==> src/rtl/trap_ctrl_if.sv <==
//------------------------------------------------------------------------------
// trap_ctrl_if
// Purpose : Bundles the writeback-stage event inputs, the CSR-file status
//           inputs and the sequencer's CSR strobes and pipeline controls.
//           Signal names follow the trap_ctrl port list.
// Modports: slave  - the trap sequencer (consumes events and CSR state,
//                    drives strobes and pipeline controls)
//           master - the pipeline/CSR-file side (the opposite view)
//------------------------------------------------------------------------------
`timescale 1ns/1ps
interface trap_ctrl_if #(
    parameter int DATA_WIDTH = 32
);
    logic                  instr_valid_i;
    logic                  exception_i;
    logic [3:0]            exc_cause_i;
    logic [DATA_WIDTH-1:0] exc_pc_i;
    logic                  mret_i;
    logic [DATA_WIDTH-1:0] next_pc_i;
    logic                  mstatus_ie_i;
    logic                  mie_external_i;
    logic                  mie_timer_i;
    logic                  mie_software_i;
    logic                  mip_external_i;
    logic                  mip_timer_i;
    logic                  mip_software_i;
    logic [DATA_WIDTH-1:0] mtvec_i;
    logic [DATA_WIDTH-1:0] epc_i;

    logic                  ack_o;
    logic                  hold_o;
    logic                  interrupt_type_o;
    logic                  cause_we_o;
    logic [3:0]            cause_o;
    logic                  epc_we_o;
    logic [DATA_WIDTH-1:0] epc_o;
    logic                  mstatus_ie_clear_o;
    logic                  mstatus_ie_set_o;
    logic                  flush_o;
    logic                  redirect_o;
    logic [DATA_WIDTH-1:0] redirect_pc_o;

    modport slave (
        input  instr_valid_i, exception_i, exc_cause_i, exc_pc_i, mret_i, next_pc_i,
               mstatus_ie_i, mie_external_i, mie_timer_i, mie_software_i,
               mip_external_i, mip_timer_i, mip_software_i, mtvec_i, epc_i,
        output ack_o, hold_o, interrupt_type_o, cause_we_o, cause_o, epc_we_o, epc_o,
               mstatus_ie_clear_o, mstatus_ie_set_o, flush_o, redirect_o, redirect_pc_o
    );

    modport master (
        output instr_valid_i, exception_i, exc_cause_i, exc_pc_i, mret_i, next_pc_i,
               mstatus_ie_i, mie_external_i, mie_timer_i, mie_software_i,
               mip_external_i, mip_timer_i, mip_software_i, mtvec_i, epc_i,
        input  ack_o, hold_o, interrupt_type_o, cause_we_o, cause_o, epc_we_o, epc_o,
               mstatus_ie_clear_o, mstatus_ie_set_o, flush_o, redirect_o, redirect_pc_o
    );
endinterface

==> src/rtl/trap_ctrl.sv <==
//------------------------------------------------------------------------------
// trap_ctrl
// Purpose : Machine-mode trap sequencer. In IDLE it arbitrates a synchronous
//           exception, an mret and a pending enabled interrupt (in that
//           priority order), latches cause / mepc / redirect target, then
//           walks TRAP or MRET (CSR side-effect strobes) and JUMP (flush and
//           PC redirect) before returning to IDLE. Pipeline is held while
//           the sequence runs.
// Ports   : clk_i   - clock
//           rst_ni  - asynchronous active-low reset
//           bus     - trap_ctrl_if.slave: WB events, CSR state in;
//                     CSR strobes, hold/flush/redirect out
// Params  : DATA_WIDTH  - PC/data width
//           VECTORED_EN - honour mtvec MODE=01 for interrupts
//------------------------------------------------------------------------------
`timescale 1ns/1ps
module trap_ctrl #(
    parameter int DATA_WIDTH  = 32,
    parameter bit VECTORED_EN = 1'b1
) (
    input  logic          clk_i,
    input  logic          rst_ni,
    trap_ctrl_if.slave    bus
);
    localparam int DW = DATA_WIDTH;
    localparam logic [DW-1:0] ALIGN_MASK = {{(DW-2){1'b1}}, 2'b00};

    typedef enum logic [1:0] {IDLE, TRAP, MRET, JUMP} state_e;

    state_e        state_q, state_d;
    logic [3:0]    cause_q;
    logic          type_q;
    logic [DW-1:0] pc_q;
    logic [DW-1:0] target_q;

    logic          irq_ext, irq_sw, irq_tmr, irq;
    logic [3:0]    irq_cause;
    logic          take_exc, take_mret, take_irq;
    logic [DW-1:0] base;
    logic [DW-1:0] irq_target;

    // Interrupt qualification and fixed priority: external > software > timer
    assign irq_ext = bus.mie_external_i & bus.mip_external_i;
    assign irq_sw  = bus.mie_software_i & bus.mip_software_i;
    assign irq_tmr = bus.mie_timer_i    & bus.mip_timer_i;
    assign irq     = bus.mstatus_ie_i & (irq_ext | irq_sw | irq_tmr);

    always_comb begin
        irq_cause = 4'd7;
        if (irq_ext)     irq_cause = 4'd11;
        else if (irq_sw) irq_cause = 4'd3;
    end

    // Event arbitration; only IDLE looks at the inputs at all
    assign take_exc  = (state_q == IDLE) & bus.exception_i;
    assign take_mret = (state_q == IDLE) & ~bus.exception_i & bus.mret_i;
    assign take_irq  = (state_q == IDLE) & ~bus.exception_i & ~bus.mret_i
                       & irq & bus.instr_valid_i;

    // Vectored offset is cause*4; the add deliberately wraps at 2^DW
    assign base = bus.mtvec_i & ALIGN_MASK;
    always_comb begin
        irq_target = base;
        if (VECTORED_EN && (bus.mtvec_i[1:0] == 2'b01))
            irq_target = base + {{(DW-6){1'b0}}, irq_cause, 2'b00};
    end

    // State register
    always_ff @(posedge clk_i or negedge rst_ni) begin
        if (!rst_ni) state_q <= IDLE;
        else         state_q <= state_d;
    end

    // Next-state logic
    always_comb begin
        state_d = state_q;
        case (state_q)
            IDLE: begin
                if (take_exc || take_irq) state_d = TRAP;
                else if (take_mret)       state_d = MRET;
            end
            TRAP:    state_d = JUMP;
            MRET:    state_d = JUMP;
            JUMP:    state_d = IDLE;
            default: state_d = IDLE;
        endcase
    end

    // Event context captured at acceptance; mret only replaces the target
    always_ff @(posedge clk_i or negedge rst_ni) begin
        if (!rst_ni) begin
            cause_q  <= '0;
            type_q   <= 1'b0;
            pc_q     <= '0;
            target_q <= '0;
        end else if (take_exc) begin
            cause_q  <= bus.exc_cause_i;
            type_q   <= 1'b0;
            pc_q     <= bus.exc_pc_i;
            target_q <= base;
        end else if (take_irq) begin
            cause_q  <= irq_cause;
            type_q   <= 1'b1;
            pc_q     <= bus.next_pc_i;
            target_q <= irq_target;
        end else if (take_mret) begin
            target_q <= bus.epc_i & ALIGN_MASK;
        end
    end

    // Outputs: strobes decode straight from the state flop so each is
    // glitch-free and lasts exactly one cycle. ack is the only combinational
    // output and is forced low while reset is asserted.
    always_comb begin
        bus.ack_o              = rst_ni & (take_exc | take_mret | take_irq);
        bus.hold_o             = 1'b0;
        bus.interrupt_type_o   = type_q;
        bus.cause_we_o         = 1'b0;
        bus.cause_o            = cause_q;
        bus.epc_we_o           = 1'b0;
        bus.epc_o              = pc_q;
        bus.mstatus_ie_clear_o = 1'b0;
        bus.mstatus_ie_set_o   = 1'b0;
        bus.flush_o            = 1'b0;
        bus.redirect_o         = 1'b0;
        bus.redirect_pc_o      = '0;
        case (state_q)
            TRAP: begin
                bus.hold_o             = 1'b1;
                bus.cause_we_o         = 1'b1;
                bus.epc_we_o           = 1'b1;
                bus.mstatus_ie_clear_o = 1'b1;
            end
            MRET: begin
                bus.hold_o           = 1'b1;
                bus.mstatus_ie_set_o = 1'b1;
            end
            JUMP: begin
                bus.hold_o        = 1'b1;
                bus.flush_o       = 1'b1;
                bus.redirect_o    = 1'b1;
                bus.redirect_pc_o = target_q;
            end
            default: ;
        endcase
    end
endmodule

==> src/flat_wrapper.sv <==
// flat-port wrapper written by rule: the top's interface ports become plain ports
module trap_ctrl_flat 
#(
    parameter int DATA_WIDTH  = 32,
    parameter bit VECTORED_EN = 1'b1
)
  (clk_i, rst_ni, bus_instr_valid_i, bus_exception_i, bus_exc_cause_i, bus_exc_pc_i, bus_mret_i, bus_next_pc_i, bus_mstatus_ie_i, bus_mie_external_i, bus_mie_timer_i, bus_mie_software_i, bus_mip_external_i, bus_mip_timer_i, bus_mip_software_i, bus_mtvec_i, bus_epc_i, bus_ack_o, bus_hold_o, bus_interrupt_type_o, bus_cause_we_o, bus_cause_o, bus_epc_we_o, bus_epc_o, bus_mstatus_ie_clear_o, bus_mstatus_ie_set_o, bus_flush_o, bus_redirect_o, bus_redirect_pc_o);
  trap_ctrl_if #(.DATA_WIDTH(DATA_WIDTH)) bus_i ();
  input  logic clk_i;
  input  logic rst_ni;
  input wire logic [$bits(bus_i.instr_valid_i)-1:0] bus_instr_valid_i;
  input wire logic [$bits(bus_i.exception_i)-1:0] bus_exception_i;
  input wire logic [$bits(bus_i.exc_cause_i)-1:0] bus_exc_cause_i;
  input wire logic [$bits(bus_i.exc_pc_i)-1:0] bus_exc_pc_i;
  input wire logic [$bits(bus_i.mret_i)-1:0] bus_mret_i;
  input wire logic [$bits(bus_i.next_pc_i)-1:0] bus_next_pc_i;
  input wire logic [$bits(bus_i.mstatus_ie_i)-1:0] bus_mstatus_ie_i;
  input wire logic [$bits(bus_i.mie_external_i)-1:0] bus_mie_external_i;
  input wire logic [$bits(bus_i.mie_timer_i)-1:0] bus_mie_timer_i;
  input wire logic [$bits(bus_i.mie_software_i)-1:0] bus_mie_software_i;
  input wire logic [$bits(bus_i.mip_external_i)-1:0] bus_mip_external_i;
  input wire logic [$bits(bus_i.mip_timer_i)-1:0] bus_mip_timer_i;
  input wire logic [$bits(bus_i.mip_software_i)-1:0] bus_mip_software_i;
  input wire logic [$bits(bus_i.mtvec_i)-1:0] bus_mtvec_i;
  input wire logic [$bits(bus_i.epc_i)-1:0] bus_epc_i;
  output wire logic [$bits(bus_i.ack_o)-1:0] bus_ack_o;
  output wire logic [$bits(bus_i.hold_o)-1:0] bus_hold_o;
  output wire logic [$bits(bus_i.interrupt_type_o)-1:0] bus_interrupt_type_o;
  output wire logic [$bits(bus_i.cause_we_o)-1:0] bus_cause_we_o;
  output wire logic [$bits(bus_i.cause_o)-1:0] bus_cause_o;
  output wire logic [$bits(bus_i.epc_we_o)-1:0] bus_epc_we_o;
  output wire logic [$bits(bus_i.epc_o)-1:0] bus_epc_o;
  output wire logic [$bits(bus_i.mstatus_ie_clear_o)-1:0] bus_mstatus_ie_clear_o;
  output wire logic [$bits(bus_i.mstatus_ie_set_o)-1:0] bus_mstatus_ie_set_o;
  output wire logic [$bits(bus_i.flush_o)-1:0] bus_flush_o;
  output wire logic [$bits(bus_i.redirect_o)-1:0] bus_redirect_o;
  output wire logic [$bits(bus_i.redirect_pc_o)-1:0] bus_redirect_pc_o;
  assign bus_i.instr_valid_i = bus_instr_valid_i;
  assign bus_i.exception_i = bus_exception_i;
  assign bus_i.exc_cause_i = bus_exc_cause_i;
  assign bus_i.exc_pc_i = bus_exc_pc_i;
  assign bus_i.mret_i = bus_mret_i;
  assign bus_i.next_pc_i = bus_next_pc_i;
  assign bus_i.mstatus_ie_i = bus_mstatus_ie_i;
  assign bus_i.mie_external_i = bus_mie_external_i;
  assign bus_i.mie_timer_i = bus_mie_timer_i;
  assign bus_i.mie_software_i = bus_mie_software_i;
  assign bus_i.mip_external_i = bus_mip_external_i;
  assign bus_i.mip_timer_i = bus_mip_timer_i;
  assign bus_i.mip_software_i = bus_mip_software_i;
  assign bus_i.mtvec_i = bus_mtvec_i;
  assign bus_i.epc_i = bus_epc_i;
  assign bus_ack_o = bus_i.ack_o;
  assign bus_hold_o = bus_i.hold_o;
  assign bus_interrupt_type_o = bus_i.interrupt_type_o;
  assign bus_cause_we_o = bus_i.cause_we_o;
  assign bus_cause_o = bus_i.cause_o;
  assign bus_epc_we_o = bus_i.epc_we_o;
  assign bus_epc_o = bus_i.epc_o;
  assign bus_mstatus_ie_clear_o = bus_i.mstatus_ie_clear_o;
  assign bus_mstatus_ie_set_o = bus_i.mstatus_ie_set_o;
  assign bus_flush_o = bus_i.flush_o;
  assign bus_redirect_o = bus_i.redirect_o;
  assign bus_redirect_pc_o = bus_i.redirect_pc_o;
  trap_ctrl #(.DATA_WIDTH(DATA_WIDTH), .VECTORED_EN(VECTORED_EN)) u_core (.clk_i(clk_i), .rst_ni(rst_ni), .bus(bus_i));
endmodule
==> config.mk <==
export PLATFORM = sky130hd
export DESIGN_NAME = trap_ctrl_flat
export DESIGN_NICKNAME = d
export VERILOG_FILES = /design/src/rtl/trap_ctrl_if.sv /design/src/rtl/trap_ctrl.sv /design/src/flat_wrapper.sv
export SDC_FILE = /design/constraint.sdc
export NUM_CORES = 1
export LEC_CHECK = 0
export ABC_CLOCK_PERIOD_IN_PS = 2800
export CELL_PAD_IN_SITES_DETAIL_PLACEMENT = 0
export CELL_PAD_IN_SITES_GLOBAL_PLACEMENT = 1
export CORE_MARGIN = 2
export CORE_UTILIZATION = 30
export DETAILED_ROUTE_END_ITERATION = 8
export DONT_BUFFER_PORTS = 1
export PLACE_DENSITY_LB_ADDON = 0.1
export REMOVE_ABC_BUFFERS = 1
export SKIP_LAST_GASP = 1
export SLEW_MARGIN = 20
export SYNTH_ARGS = -nofsm -noshare
export SYNTH_HDL_FRONTEND = slang
export SYNTH_SLANG_ARGS = --single-unit
==> constraint.sdc <==
create_clock -name clk_i -period 2.8 [get_ports clk_i]
set_clock_uncertainty 0.2 [all_clocks]
set_input_delay 0.56 -clock clk_i [delete_from_list [all_inputs] [get_ports clk_i]]
set_output_delay 0.56 -clock clk_i [all_outputs]
set_load 0.02 [all_outputs]
Word level (Yosys, flattened, before mapping)
Cells that the tools add are included.
{"block": "totals", "register_bits": 71, "out_inout_bits": 77}
{"block": "op_classes", "add_sub_neg": 1, "eq_ne": 5, "muxes": 20, "n_bitwise": 17, "n_reduce_logical": 6}
{"op": "2-to-1 mux 32 bit", "n": 7}
{"op": "adder 32 x 6 -> 32 bit", "n": 1}
{"op": "2-to-1 mux 4 bit", "n": 3}
{"op": "bitwise AND 1 bit", "n": 11}
{"op": "2-to-1 mux 1 bit", "n": 6}
{"op": "case mux 2 bit (3 select lines)", "n": 1}
{"op": "== test 2 x 1 -> 1 bit (second input constant)", "n": 2}
{"op": "== test 2 bit (second input constant)", "n": 2}
{"op": "2-to-1 mux 2 bit", "n": 2}
{"op": "bitwise OR 1 bit", "n": 4}
{"op": "2-to-1 mux 3 bit", "n": 1}
{"op": "inequality test 3 x 2 -> 1 bit (second input constant)", "n": 1}
{"op": "nonzero test 3 bit", "n": 1}
{"op": "OR reduction 3 bit", "n": 1}
{"op": "logical NOT 2 bit", "n": 1}
{"op": "inverter 1 bit", "n": 2}
{"op": "nonzero test 2 bit", "n": 1}
{"op": "OR reduction 2 bit", "n": 1}
{"op": "logical OR 1 bit", "n": 1}

Logic depth before layout (Yosys ltp)
Gate-level depths: netlist of run 1.
{"block": "logic_depth", "depth_word": 9, "depth_mapped": 10}

Worst setup path after synthesis of run 1
Ideal clock, no wire load.
{"block": "synth_timing", "kind": "input to output", "startpoint": "input bus_mie_external_i", "endpoint": "output bus_ack_o", "arrival_time_ps": 1877, "required_ps": 2040, "path_slack_ps": 163, "path_stages": 5, "path_cell_list": "a222oi_1 -> nor2_1 -> o31ai_4 -> buf_4 -> nor2_1"}
{"block": "synth_via", "elab_chain_cells": 8}
{"item": "from (decl)", "line_no": "flat_wrapper.sv:18", "text": "input wire logic [$bits(bus_i.mie_external_i)-1:0] bus_mie_external_i;"}
{"item": "bitwise AND 1 bit", "line_no": "trap_ctrl.sv:43", "text": "assign irq_ext = bus.mie_external_i & bus.mip_external_i;"}
{"item": "bitwise OR 1 bit (2 in a row)", "line_no": "trap_ctrl.sv:46", "text": "assign irq = bus.mstatus_ie_i & (irq_ext | irq_sw | irq_tmr);"}
{"item": "bitwise AND 1 bit", "line_no": "trap_ctrl.sv:46"}
{"item": "bitwise AND 1 bit (2 in a row)", "line_no": "trap_ctrl.sv:58", "text": "& irq & bus.instr_valid_i;"}
{"item": "bitwise OR 1 bit", "line_no": "trap_ctrl.sv:115", "text": "bus.ack_o = rst_ni & (take_exc | take_mret | take_irq);"}
{"item": "bitwise AND 1 bit", "line_no": "trap_ctrl.sv:115"}
{"item": "to (decl)", "line_no": "flat_wrapper.sv:26", "text": "output wire logic [$bits(bus_i.ack_o)-1:0] bus_ack_o;"}
No other way between the ends.

Worst setup path in the final report of run 1
{"block": "layout_timing", "startpoint": "register u_core.state_q[0]", "endpoint": "register u_core.target_q[12]"}
{"block": "layout_via", "elab_chain_cells": 7}
{"item": "from (decl)", "line_no": "trap_ctrl.sv:30", "text": "state_e state_q, state_d;"}
{"item": "from (signal assigned)", "line_no": "trap_ctrl.sv:71", "text": "else state_q <= state_d;"}
{"item": "logical NOT 2 bit *", "line_no": "trap_ctrl.sv:55, trap_ctrl.sv:56, trap_ctrl.sv:57"}
{"item": "bitwise AND 1 bit", "line_no": "trap_ctrl.sv:56, trap_ctrl.sv:57"}
{"item": "bitwise AND 1 bit", "line_no": "trap_ctrl.sv:57", "text": "assign take_irq = (state_q == IDLE) & ~bus.exception_i & ~bus.mret_i"}
{"item": "bitwise AND 1 bit (2 in a row)", "line_no": "trap_ctrl.sv:58"}
{"item": "2-to-1 mux 32 bit", "line_no": "trap_ctrl.sv:101", "text": "end else if (take_irq) begin"}
{"item": "2-to-1 mux 32 bit", "line_no": "trap_ctrl.sv:96", "text": "end else if (take_exc) begin"}
{"item": "to (signal assigned)", "line_no": "trap_ctrl.sv:100", "text": "target_q <= base;"}
{"item": "to (signal assigned)", "line_no": "trap_ctrl.sv:105", "text": "target_q <= irq_target;"}
{"item": "to (signal assigned)", "line_no": "trap_ctrl.sv:107", "text": "target_q <= bus.epc_i & ALIGN_MASK;"}
{"item": "to (decl)", "line_no": "trap_ctrl.sv:34", "text": "logic [DW-1:0] target_q;"}
Mark *: on every way between the ends. The rest lies on a longest branch, timed or not.
A chain may end at the register's enable or synchronous reset.

==> results of run 1 <==
logic make-up after synthesis:
family	count (synthesis)
compound gates	145
xor+xnor	8
fa+ha+maj	7
buf+inv	58
flops	69
mux	4
other cells	1
simple gates	292
flip-flops by register name (all words and copies together), names as in the netlist:
signal                       cells
u_core.bus.cause_o               4
u_core.target_q                 30
u_core.bus.epc_o                32
u_core.bus.interrupt_type_o      1
u_core.state_q                   2
metrics by stage:
stage / setup TNS, ns / util (%)
global route: 0 / 34.6
global placement: 0 / 32.2
detailed placement: 0 / 32.2
finish: 0 / 34.6
floorplan: -91.50 / -
CTS: 0 / 34.6
report_power, final:
group	switching [W]	leakage, nW	internal (W)	total, W
combinational	0.00127	1.26	0.000742	0.00201
clock	0.000485	0.162	0.000831	0.00132
sequential	0.000634	0.788	0.00150	0.00214
total	0.00239	2.21	0.00307	0.00546
synth_stat cells (9+ instances only):
master / instances
nand2_1: 126
buf_2: 10
a21oi_1: 19
and3_1: 13
or3_1: 9
nand3_1: 13
clkbuf_1: 19
inv_1: 13
nor2_1: 57
nor3_1: 11
o21ai_0: 21
buf_4: 11
and2_1: 32
a31oi_1: 35
dfrtp_1: 69
critical path: cells and delay by family (launching register included):
kind                       cells  cell delay, ns
AOI/OAI and AO/OA              2            0.38
and+or+nand+nor                3            1.14
DFF                            1            0.40
adders and majority gates      1            0.19
buffers and inverters          1            0.13
layer usage:
metal	vias up	share of wire [%]	track usage (%)
li1	2065	-	-
met1	2085	41	24.5
met2	176	47	32.4
met3	16	9.9	6.57
met4	0	1.8	7.29
met5	-	0	0
what timing repair did:
action / in CTS / in global routing
hold buffers: 2 / 0
hold endpoints to repair: 69 / 0
gates resized for setup: 0 / 0
worst min path at each step:
stage	cells past startpoint	endpoint	slack (ns)	start
2_1_floorplan	0	u_core.bus.cause_o[0]	0.06	rst_ni
3_3_place_gp	0	u_core.bus.cause_o[1]	0.07	rst_ni
3_5_place_dp	0	u_core.bus.cause_o[1]	0.07	rst_ni
4_1_cts	1	u_core.target_q[21]	0.09	bus_mtvec_i[21]
5_1_grt	1	u_core.target_q[21]	0.11	bus_mtvec_i[21]
6_report	1	u_core.target_q[21]	0.09	bus_mtvec_i[21]
cell type report:
| class | count | area (µm²) |
|---|---|---|
| fill | 1613 | 9940 |
| sequential | 69 | 1730 |
| timing repair buffer | 28 | 258 |
| clock inverter | 5 | 81.3 |
| antenna | 1 | 2.50 |
| clock buffer | 11 | 253 |
| inverter | 13 | 48.8 |
| multi-input combinational | 458 | 2660 |
| tap | 188 | 235 |
==> reports/results.ini, run 1 <==
[synthesis]
synthAdderAreaFrac_pct=1.88
syn_area_per_cell_um2=7.98
synthTopCellsByArea=dfrtp_1 37%, nand2_1 10%, a31oi_1 4.7%
synth_edf_count=0
synthArstFlopShare_pct=100
synth_top_family_by_area=simple AND/OR/NAND/NOR gates
synth_cell_types=67
synth.area.mux_share_pct=0.860
ys_warn_count=0
ys_seq_area_share_pct=37.1
synth-seq-cells=69
synth_simple_gate_area_share_pct=29.7
synth-main-ff-cell=dfrtp_1
synth_top_area_share_pct=37.1
syn-instance-count=584
synthXorXnorAreaFrac_pct=1.50
synth_area_leader_cell=dfrtp_1
synth_area_um2=4660
synth-compound-area-share_pct=22.7

[routing]
drtAntennaViolNets=0
drt_iter0_markers=248
num_vias=4342
via_per_inst=5.62
dr.pass1.iters=4
route.detailed.drc=0
wl_um=16600
wire_per_inst_um=21.5

[sta]
fmax_ghz=0.391
period_needed_ns=2.55
tightest_slew_ns=0.585
slew_headroom_pct=61.1
slew_violations=0
hold_viol=0
rsz0062_at_grt=false
final-setup-viol-count=0
hold_slack_ns=0.0938
fin_crit_sh_pct=91.2
setup_ws_ns=0.245

[setup_path]
r2r_cells=7
crit_type=reg -> reg
cpPeakStageDelay_ns=0.66
startpoint=u_core.state_q[0]
crit_slowest_cell=or3_2
worstPathRequired_ns=2.83
r2r-end=u_core.target_q[12]
cp-end-kind=flop
rrSetupSlack_ns=0.25
crit_chain=inv_1 > ha_1 > nand2b_1 > or3_2 > nand2_1 > o311ai_0 > o211a_1
crit_fanout=20
cp.arrival_ns=2.58
crit_path_end=u_core.target_q[12]
cp-start-kind=flop
r2r-start=u_core.state_q[0]

[global_routing]
antenna_found_initial=1
grt_pass1_vias=4249
grt_pass1_wl_um=24800
overflow=0
grt_max_degree=70
grt_use_total_pct=19.9

[placement]
place_congestion=0.798
pre_cts_slack_ns=0.113
dpl_cell_area_um2=4890
placedCellCount=754
io_buffers=0
dp_hpwl_um=11800

[power_and_ir_drop]
p_per_area_nw_per_um2=1040
leakagePower_nw=2.21
report.power.total_w=0.00546
peakVddDrop_mv=0.350

[clock_tree]
cts_buffer_depth=2
numCtsBuffers=9
cts_tree=yes
postCtsSetupRepairBufs=0
cts_max_level=3
clk_pin_slew_ns=0.06
root_buffer=clkbuf_16
clkLatencyLatePin_ns=0.34
cts_sinks=69

[die]
dieArea_um2=16500
ios=221
rows=45
initial_utilization_pct=30.6
die_y_um=129
die_x_um=129
coreArea_um2=15200

[flow_run]
max_cap_viol_count=0

[cells_and_area]
nets=730
final_cell_area_um2=5260
drive_gt1_share_pct=9.93
mostFrequentLayoutCell=nand2_1
layout_common_cells=125 x nand2_1, 69 x dfrtp_1, 57 x nor2_1, 35 x a31oi_1, 32 x and2_1
syn_to_final_growth_pct=13.0
fin_cells=773

[status]
outcome=finished clean

[min_path]
hold_path.class=in -> reg

No activity file was read; power rests on OpenSTA's default activity.
==> inputs of run 2 (changes only) <==
--- a/config.mk
+++ b/config.mk
@@ -8,6 +8,7 @@
 export ABC_CLOCK_PERIOD_IN_PS = 2800
 export CELL_PAD_IN_SITES_DETAIL_PLACEMENT = 0
 export CELL_PAD_IN_SITES_GLOBAL_PLACEMENT = 1
+export CORE_ASPECT_RATIO = 0.7
 export CORE_MARGIN = 2
 export CORE_UTILIZATION = 30
 export DETAILED_ROUTE_END_ITERATION = 8
==> run 2 against run 1 <==
Final area rose by 0.74%. Utilization fell by 0.097 points. Worst hold slack improved by 0.017 ns. Critical endpoint is now bus_redirect_pc_o[15]. First-iteration DRC count rose by 8.5%. Die area barely moved. Wire length fell by 0.50%. Flip-flop and latch count did not move. Non-clock buffer count rose by 5. Global-route usage fell by 0.12 points. Largest cell class unchanged. Register-to-register slack improved by 0.08 ns. Sequential power barely moved. Via count fell by 2.1%.
==> reports/results.ini, run 2 (synthesis gave the netlist of run 1 again) <==
[global_routing]
antenna_found_initial=0  ; was 1
overflow=0  ; unchanged
grt_max_degree=70  ; unchanged
grt_use_total_pct=19.7  ; was 19.9%
grt_pass1_wl_um=25000  ; was 24800 µm
grt_pass1_vias=4278  ; was 4249

[sta]
fmax_ghz=0.397  ; was 0.391 GHz
tightest_slew_ns=0.630  ; was 0.585 ns
hold_viol=0  ; unchanged
setup_ws_ns=0.281  ; was 0.245 ns
period_needed_ns=2.52  ; was 2.55 ns
slew_violations=0  ; unchanged
slew_headroom_pct=57.5  ; was 61.1%
rsz0062_at_grt=false  ; unchanged
final-setup-viol-count=0  ; unchanged
fin_crit_sh_pct=90.0  ; was 91.2%

[power_and_ir_drop]
leakagePower_nw=2.22  ; was 2.21 nW
pwr-share-comb_pct=38.9  ; was 36.8%
peakVddDrop_mv=0.375  ; was 0.350 mV
p_seq_share_pct=40.3  ; was 39.1%
swShare_pct=45.2  ; was 43.7%
internal-power_w=0.00291  ; was 0.00307 W
p_clk_share_pct=20.8  ; was 24.1%
p_switching_w=0.00240  ; was 0.00239 W
p_per_area_nw_per_um2=1000  ; was 1040 nW/µm²

[routing]
num_vias=4249  ; was 4342
drtAntennaViolNets=0  ; unchanged
drt_iter0_markers=269  ; was 248
wire_per_inst_um=20.9  ; was 21.5 µm
via_per_inst=5.39  ; was 5.62
wl_um=16500  ; was 16600 µm
dr.pass1.iters=4  ; unchanged
route.detailed.drc=0  ; unchanged

[setup_path]
worstPathRequired_ns=2.04  ; was 2.83 ns
cp-end-kind=output pin  ; was flop
cp.arrival_ns=1.76  ; was 2.58 ns
startpoint=u_core.state_q[1]  ; was u_core.state_q[0]
r2r-start=u_core.state_q[1]  ; was u_core.state_q[0]
cp-start-kind=flop  ; unchanged
crit_fanout=23  ; was 20
crit_type=reg -> out  ; was reg -> reg

[die]
rows=38  ; was 45
ios=221  ; unchanged
coreArea_um2=15400  ; was 15200 µm²
die_x_um=153  ; was 129 µm
dieArea_um2=16600  ; was 16500 µm²
die_y_um=108  ; was 129 µm
initial_utilization_pct=30.3  ; was 30.6%

[cells_and_area]
nFillCells=1625  ; was 1613
antenna_cells=0  ; was 1
nets=735  ; was 730
multiInputGateArea_um2=2660  ; unchanged
largest_reg_flops=32  ; unchanged
mostFrequentLayoutCell=nand2_1  ; unchanged
utilization_pct=34.5  ; was 34.6%
drive_gt1_share_pct=10.7  ; was 9.93%
layout_common_cells=125 x nand2_1, 69 x dfrtp_1, 57 x nor2_1, 35 x a31oi_1, 32 x and2_1  ; unchanged
ff_latch_area_um2=1730  ; unchanged
syn_to_final_growth_pct=13.8  ; was 13.0%

[min_path]
hold_path.class=in -> reg  ; unchanged
hold_start=bus_mtvec_i[21]  ; unchanged

[clock_tree]
clk_pin_slew_ns=0.06  ; about the same
numCtsBuffers=9  ; unchanged
cts_buffer_depth=2  ; unchanged
root_buffer=clkbuf_16  ; unchanged
cts_tree=yes  ; unchanged
cts_sinks=69  ; unchanged
clkLatencyLatePin_ns=0.35  ; was 0.34 ns
cts_max_level=3  ; unchanged

[placement]
place_congestion=0.783  ; was 0.798
pre_cts_slack_ns=0.103  ; was 0.113 ns
io_buffers=0  ; unchanged
dp_hpwl_um=12300  ; was 11800 µm

[status]
outcome=finished clean  ; unchanged

[flow_run]
max_cap_viol_count=0  ; unchanged

-- run 2: worst max-delay path: stages (launching register included) --
cell and delay [ns]:
dfrtp_1 0.41, ha_1 0.46, buf_12 0.24, and2_1 0.28
-- run 2: layout make-up --
| cell class | instances | area share (%) |
|---|---|---|
| Sequential cell | 69 | 32.6 |
| Multi-Input combinational cell | 458 | 50.1 |
| Timing Repair Buffer | 33 | 6.28 |
| Clock inverter | 6 | 0.873 |
| Inverter | 13 | 0.920 |
| Tap cell | 200 | 4.72 |
| Clock buffer | 10 | 4.51 |
-- run 2: power groups by stage --
stage                     Combinational, W  Sequential [W]  Clock, W
after floorplan                    0.00155         0.00205         0
after global placement             0.00202         0.00215         0
after detailed placement           0.00208         0.00215         0
after CTS                          0.00211         0.00214   0.00115
after global routing               0.00234         0.00220   0.00120
final                              0.00206         0.00214   0.00110
-- run 2: metrics by stage --
step           std cells  TNS [ns]  area (µm²)  hold WS, ns  total power, W
2_1_floorplan        540    -91.50        4420       0.0644         0.00360
3_3_place_gp         771         0        4980       0.0661         0.00417
3_5_place_dp         771         0        4980       0.0664         0.00422
4_1_cts              789         0        5300       0.0986         0.00540
5_1_grt              789         0        5300        0.101         0.00574
6_report             789         0        5300        0.110         0.00531
-- run 2: final timing paths --
check / end / slack, ns / cells past startpoint
worst min-delay path: u_core.target_q[21] / 0.11 / 1
worst max register to register: u_core.target_q[15] / 0.33 / 8
worst min register to register: u_core.target_q[6] / 0.27 / 2
worst max-delay path: bus_redirect_pc_o[15] / 0.28 / 3
min in group asynchronous: u_core.state_q[0] / 0.53 / 2
max in group asynchronous: u_core.target_q[11] / 1.51 / 2
-- run 2: per-layer routing --
metal / up-vias / global-route usage [%] / wire length, µm
met5: - / 0 / 0
met4: 0 / 4.30 / 91
met3: 5 / 7.21 / 1380
met2: 154 / 30.2 / 7400
met1: 2016 / 26.8 / 7620
li1: 2074 / - / -
-- run 2: timing repair --
| item | CTS | global route |
|---|---|---|
| gates resized for setup | 0 | 0 |
| hold buffers | 2 | 0 |
| endpoints found under the hold margin | 69 | 0 |
| setup buffers | 0 | 0 |
==> inputs of run 3 (changes only) <==
==> constraint.sdc (replaced) <==
create_clock -name clk_i -period 2.8 [get_ports clk_i]
set_clock_uncertainty 0.2 [all_clocks]
set_input_delay 0.56 -clock clk_i [delete_from_list [all_inputs] [get_ports clk_i]]
set_output_delay 0.56 -clock clk_i [all_outputs]
set_load 0.05 [all_outputs]
==> run 3 against run 2 <==
First-iteration DRC count decreased by 4.1%. Clock-buffer cell count unchanged. Wire length decreased by 1.7%. Sequential share of layout area decreased by 0.30 points. Register-to-register slack got worse by 0.02 ns. Die area unchanged. Worst setup slack got worse by 0.085 ns. Cell count increased by 0.63%. Sequential power increased by 28%. Flip-flop and latch count unchanged. Critical path depth decreased by 1. Largest power group unchanged. Highest routed layer unchanged.
==> reports/results.ini, run 3 (synthesis gave the netlist of run 1 again) <==
[die]
coreArea_um2=15400  ; unchanged
die_y_um=108  ; unchanged
rows=38  ; unchanged
ios=221  ; unchanged
die_x_um=153  ; unchanged
initial_utilization_pct=30.3  ; unchanged
dieArea_um2=16600  ; unchanged

[cells_and_area]
drive_gt1_share_pct=11.6  ; was 10.7%
fin_cells=794  ; was 789
nets=741  ; was 735
utilization_pct=34.8  ; was 34.5%
largest_reg_flops=32  ; unchanged
mostFrequentLayoutCell=nand2_1  ; unchanged
antenna_cells=0  ; unchanged
syn_to_final_growth_pct=14.9  ; was 13.8%
nFillCells=1636  ; was 1625
layout_common_cells=125 x nand2_1, 69 x dfrtp_1, 57 x nor2_1, 35 x a31oi_1, 33 x buf_4  ; was 125 x nand2_1, 69 x dfrtp_1, 57 x nor2_1, 35 x a31oi_1, 32 x and2_1

[setup_path]
crit_fanout=31  ; was 23
cp-start-kind=flop  ; unchanged
cp.arrival_ns=1.84  ; was 1.76 ns
cp-end-kind=output pin  ; unchanged
worstPathRequired_ns=2.04  ; about the same
crit_type=reg -> out  ; unchanged

[sta]
tightest_slew_ns=0.572  ; was 0.630 ns
fin_crit_sh_pct=93.0  ; was 90.0%
slew_violations=0  ; unchanged
rsz0062_at_grt=false  ; unchanged
fin_tns_setup_ns=0  ; unchanged
slew_headroom_pct=61.5  ; was 57.5%
final-setup-viol-count=0  ; unchanged
hold_viol=0  ; unchanged
setup_ws_ns=0.196  ; was 0.281 ns
period_needed_ns=2.60  ; was 2.52 ns
fmax_ghz=0.384  ; was 0.397 GHz

[routing]
dr.pass1.iters=7  ; was 4
drtAntennaViolNets=0  ; unchanged
num_vias=4349  ; was 4249
drt_iter0_markers=258  ; was 269
wire_per_inst_um=20.4  ; was 20.9 µm
via_per_inst=5.48  ; was 5.39
wl_um=16200  ; was 16500 µm
route.detailed.drc=0  ; unchanged

[power_and_ir_drop]
p_clk_share_pct=18.0  ; was 20.8%
swShare_pct=53.9  ; was 45.2%
internal-power_w=0.00301  ; was 0.00291 W
report.power.total_w=0.00652  ; was 0.00531 W
peakVddDrop_mv=0.448  ; was 0.375 mV
p_per_area_nw_per_um2=1220  ; was 1000 nW/µm²
p_switching_w=0.00352  ; was 0.00240 W
leakagePower_nw=2.25  ; was 2.22 nW
pwr-share-comb_pct=40.1  ; was 38.9%
p_seq_share_pct=41.8  ; was 40.3%

[global_routing]
grt_max_degree=70  ; unchanged
overflow=0  ; unchanged
grt_pass1_vias=4264  ; was 4278
grt_pass1_wl_um=25000  ; about the same
antenna_found_initial=0  ; unchanged
grt_use_total_pct=19.5  ; was 19.7%

[min_path]
hold_path.class=in -> reg  ; unchanged

[flow_run]
max_cap_viol_count=0  ; unchanged

[clock_tree]
cts_max_level=3  ; unchanged
cts_sinks=69  ; unchanged
cts_buffer_depth=2  ; unchanged
cts_tree=yes  ; unchanged
clk_pin_slew_ns=0.06  ; about the same
root_buffer=clkbuf_16  ; unchanged
postCtsSetupRepairBufs=0  ; unchanged
numCtsBuffers=9  ; unchanged
clkLatencyLatePin_ns=0.34  ; was 0.35 ns

[status]
outcome=finished clean  ; unchanged

[placement]
dp_hpwl_um=12000  ; was 12300 µm
placedCellCount=777  ; was 771
pre_cts_slack_ns=0.125  ; was 0.103 ns
place_congestion=0.776  ; was 0.783
io_buffers=0  ; unchanged

[run 3: changes by cell type in the layout (fill, tap and decap cells not counted)]
cell and change:
ha_1 -1, buf_12 -1, clkinvlp_4 +1, inv_6 -2, ha_2 +1, clkinv_2 -1, buf_4 +7, bufinv_16 +1
[run 3: layer usage]
| metal | GRT usage (%) | up-vias | routed length (µm) | share of wire [%] |
|---|---|---|---|---|
| li1 | - | 2080 | - | - |
| met1 | 26.8 | 2077 | 7610 | 47 |
| met2 | 29.7 | 179 | 7040 | 43 |
| met3 | 6.65 | 13 | 1390 | 8.5 |
| met4 | 4.63 | 0 | 184 | 1.1 |
| met5 | 0 | - | 0 | 0 |
[run 3: worst paths after layout]
path	slack [ns]	cells after the start	to	startpoint
min in group asynchronous	0.59	2	u_core.state_q[1]	rst_ni
max reg2reg	0.31	8	u_core.target_q[5]	u_core.state_q[0]
max	0.20	2	bus_redirect_pc_o[20]	u_core.state_q[1]
min	0.11	1	u_core.target_q[21]	bus_mtvec_i[21]
min reg2reg	0.27	2	u_core.target_q[20]	u_core.target_q[20]
max in group asynchronous	1.50	2	u_core.target_q[9]	rst_ni
[run 3: worst max-delay path, cell delays in order (launching register included)]
cell	delay, ns
dfrtp_1	0.39
ha_2	0.54
and2_1	0.57
[run 3: metrics by stage]
step	area [µm²]	hold WS (ns)
2_1_floorplan	4420	0.0644
3_3_place_gp	5010	0.0661
3_5_place_dp	5010	0.0664
4_1_cts	5350	0.109
5_1_grt	5350	0.104
6_report	5350	0.114
[run 3: final cells by class]
cell class | instances | area, µm² | area share, %
sequential | 69 | 1730 | 32.3
inverter | 13 | 48.8 | 0.912
multi-input combinational | 458 | 2660 | 49.7
clock inverter | 5 | 61.3 | 1.15
tap | 200 | 250 | 4.68
clock buffer | 10 | 239 | 4.47
timing repair buffer | 39 | 365 | 6.83
[run 3: power by group through the flow]
stage	Clock [W]	Sequential, W	Combinational (W)
after CTS	0.00122	0.00273	0.00265
after detailed placement	0	0.00274	0.00262
after global placement	0	0.00274	0.00258
after floorplan	0	0.00264	0.00207
final	0.00118	0.00273	0.00262
after global routing	0.00126	0.00279	0.00288
[run 3: what timing repair did]
action | 4_1_cts | 5_1_grt
setup endpoints to repair | 0 | 0
gates resized for setup | 0 | 0
hold buffers | 2 | 0
hold endpoints to repair | 69 | 0
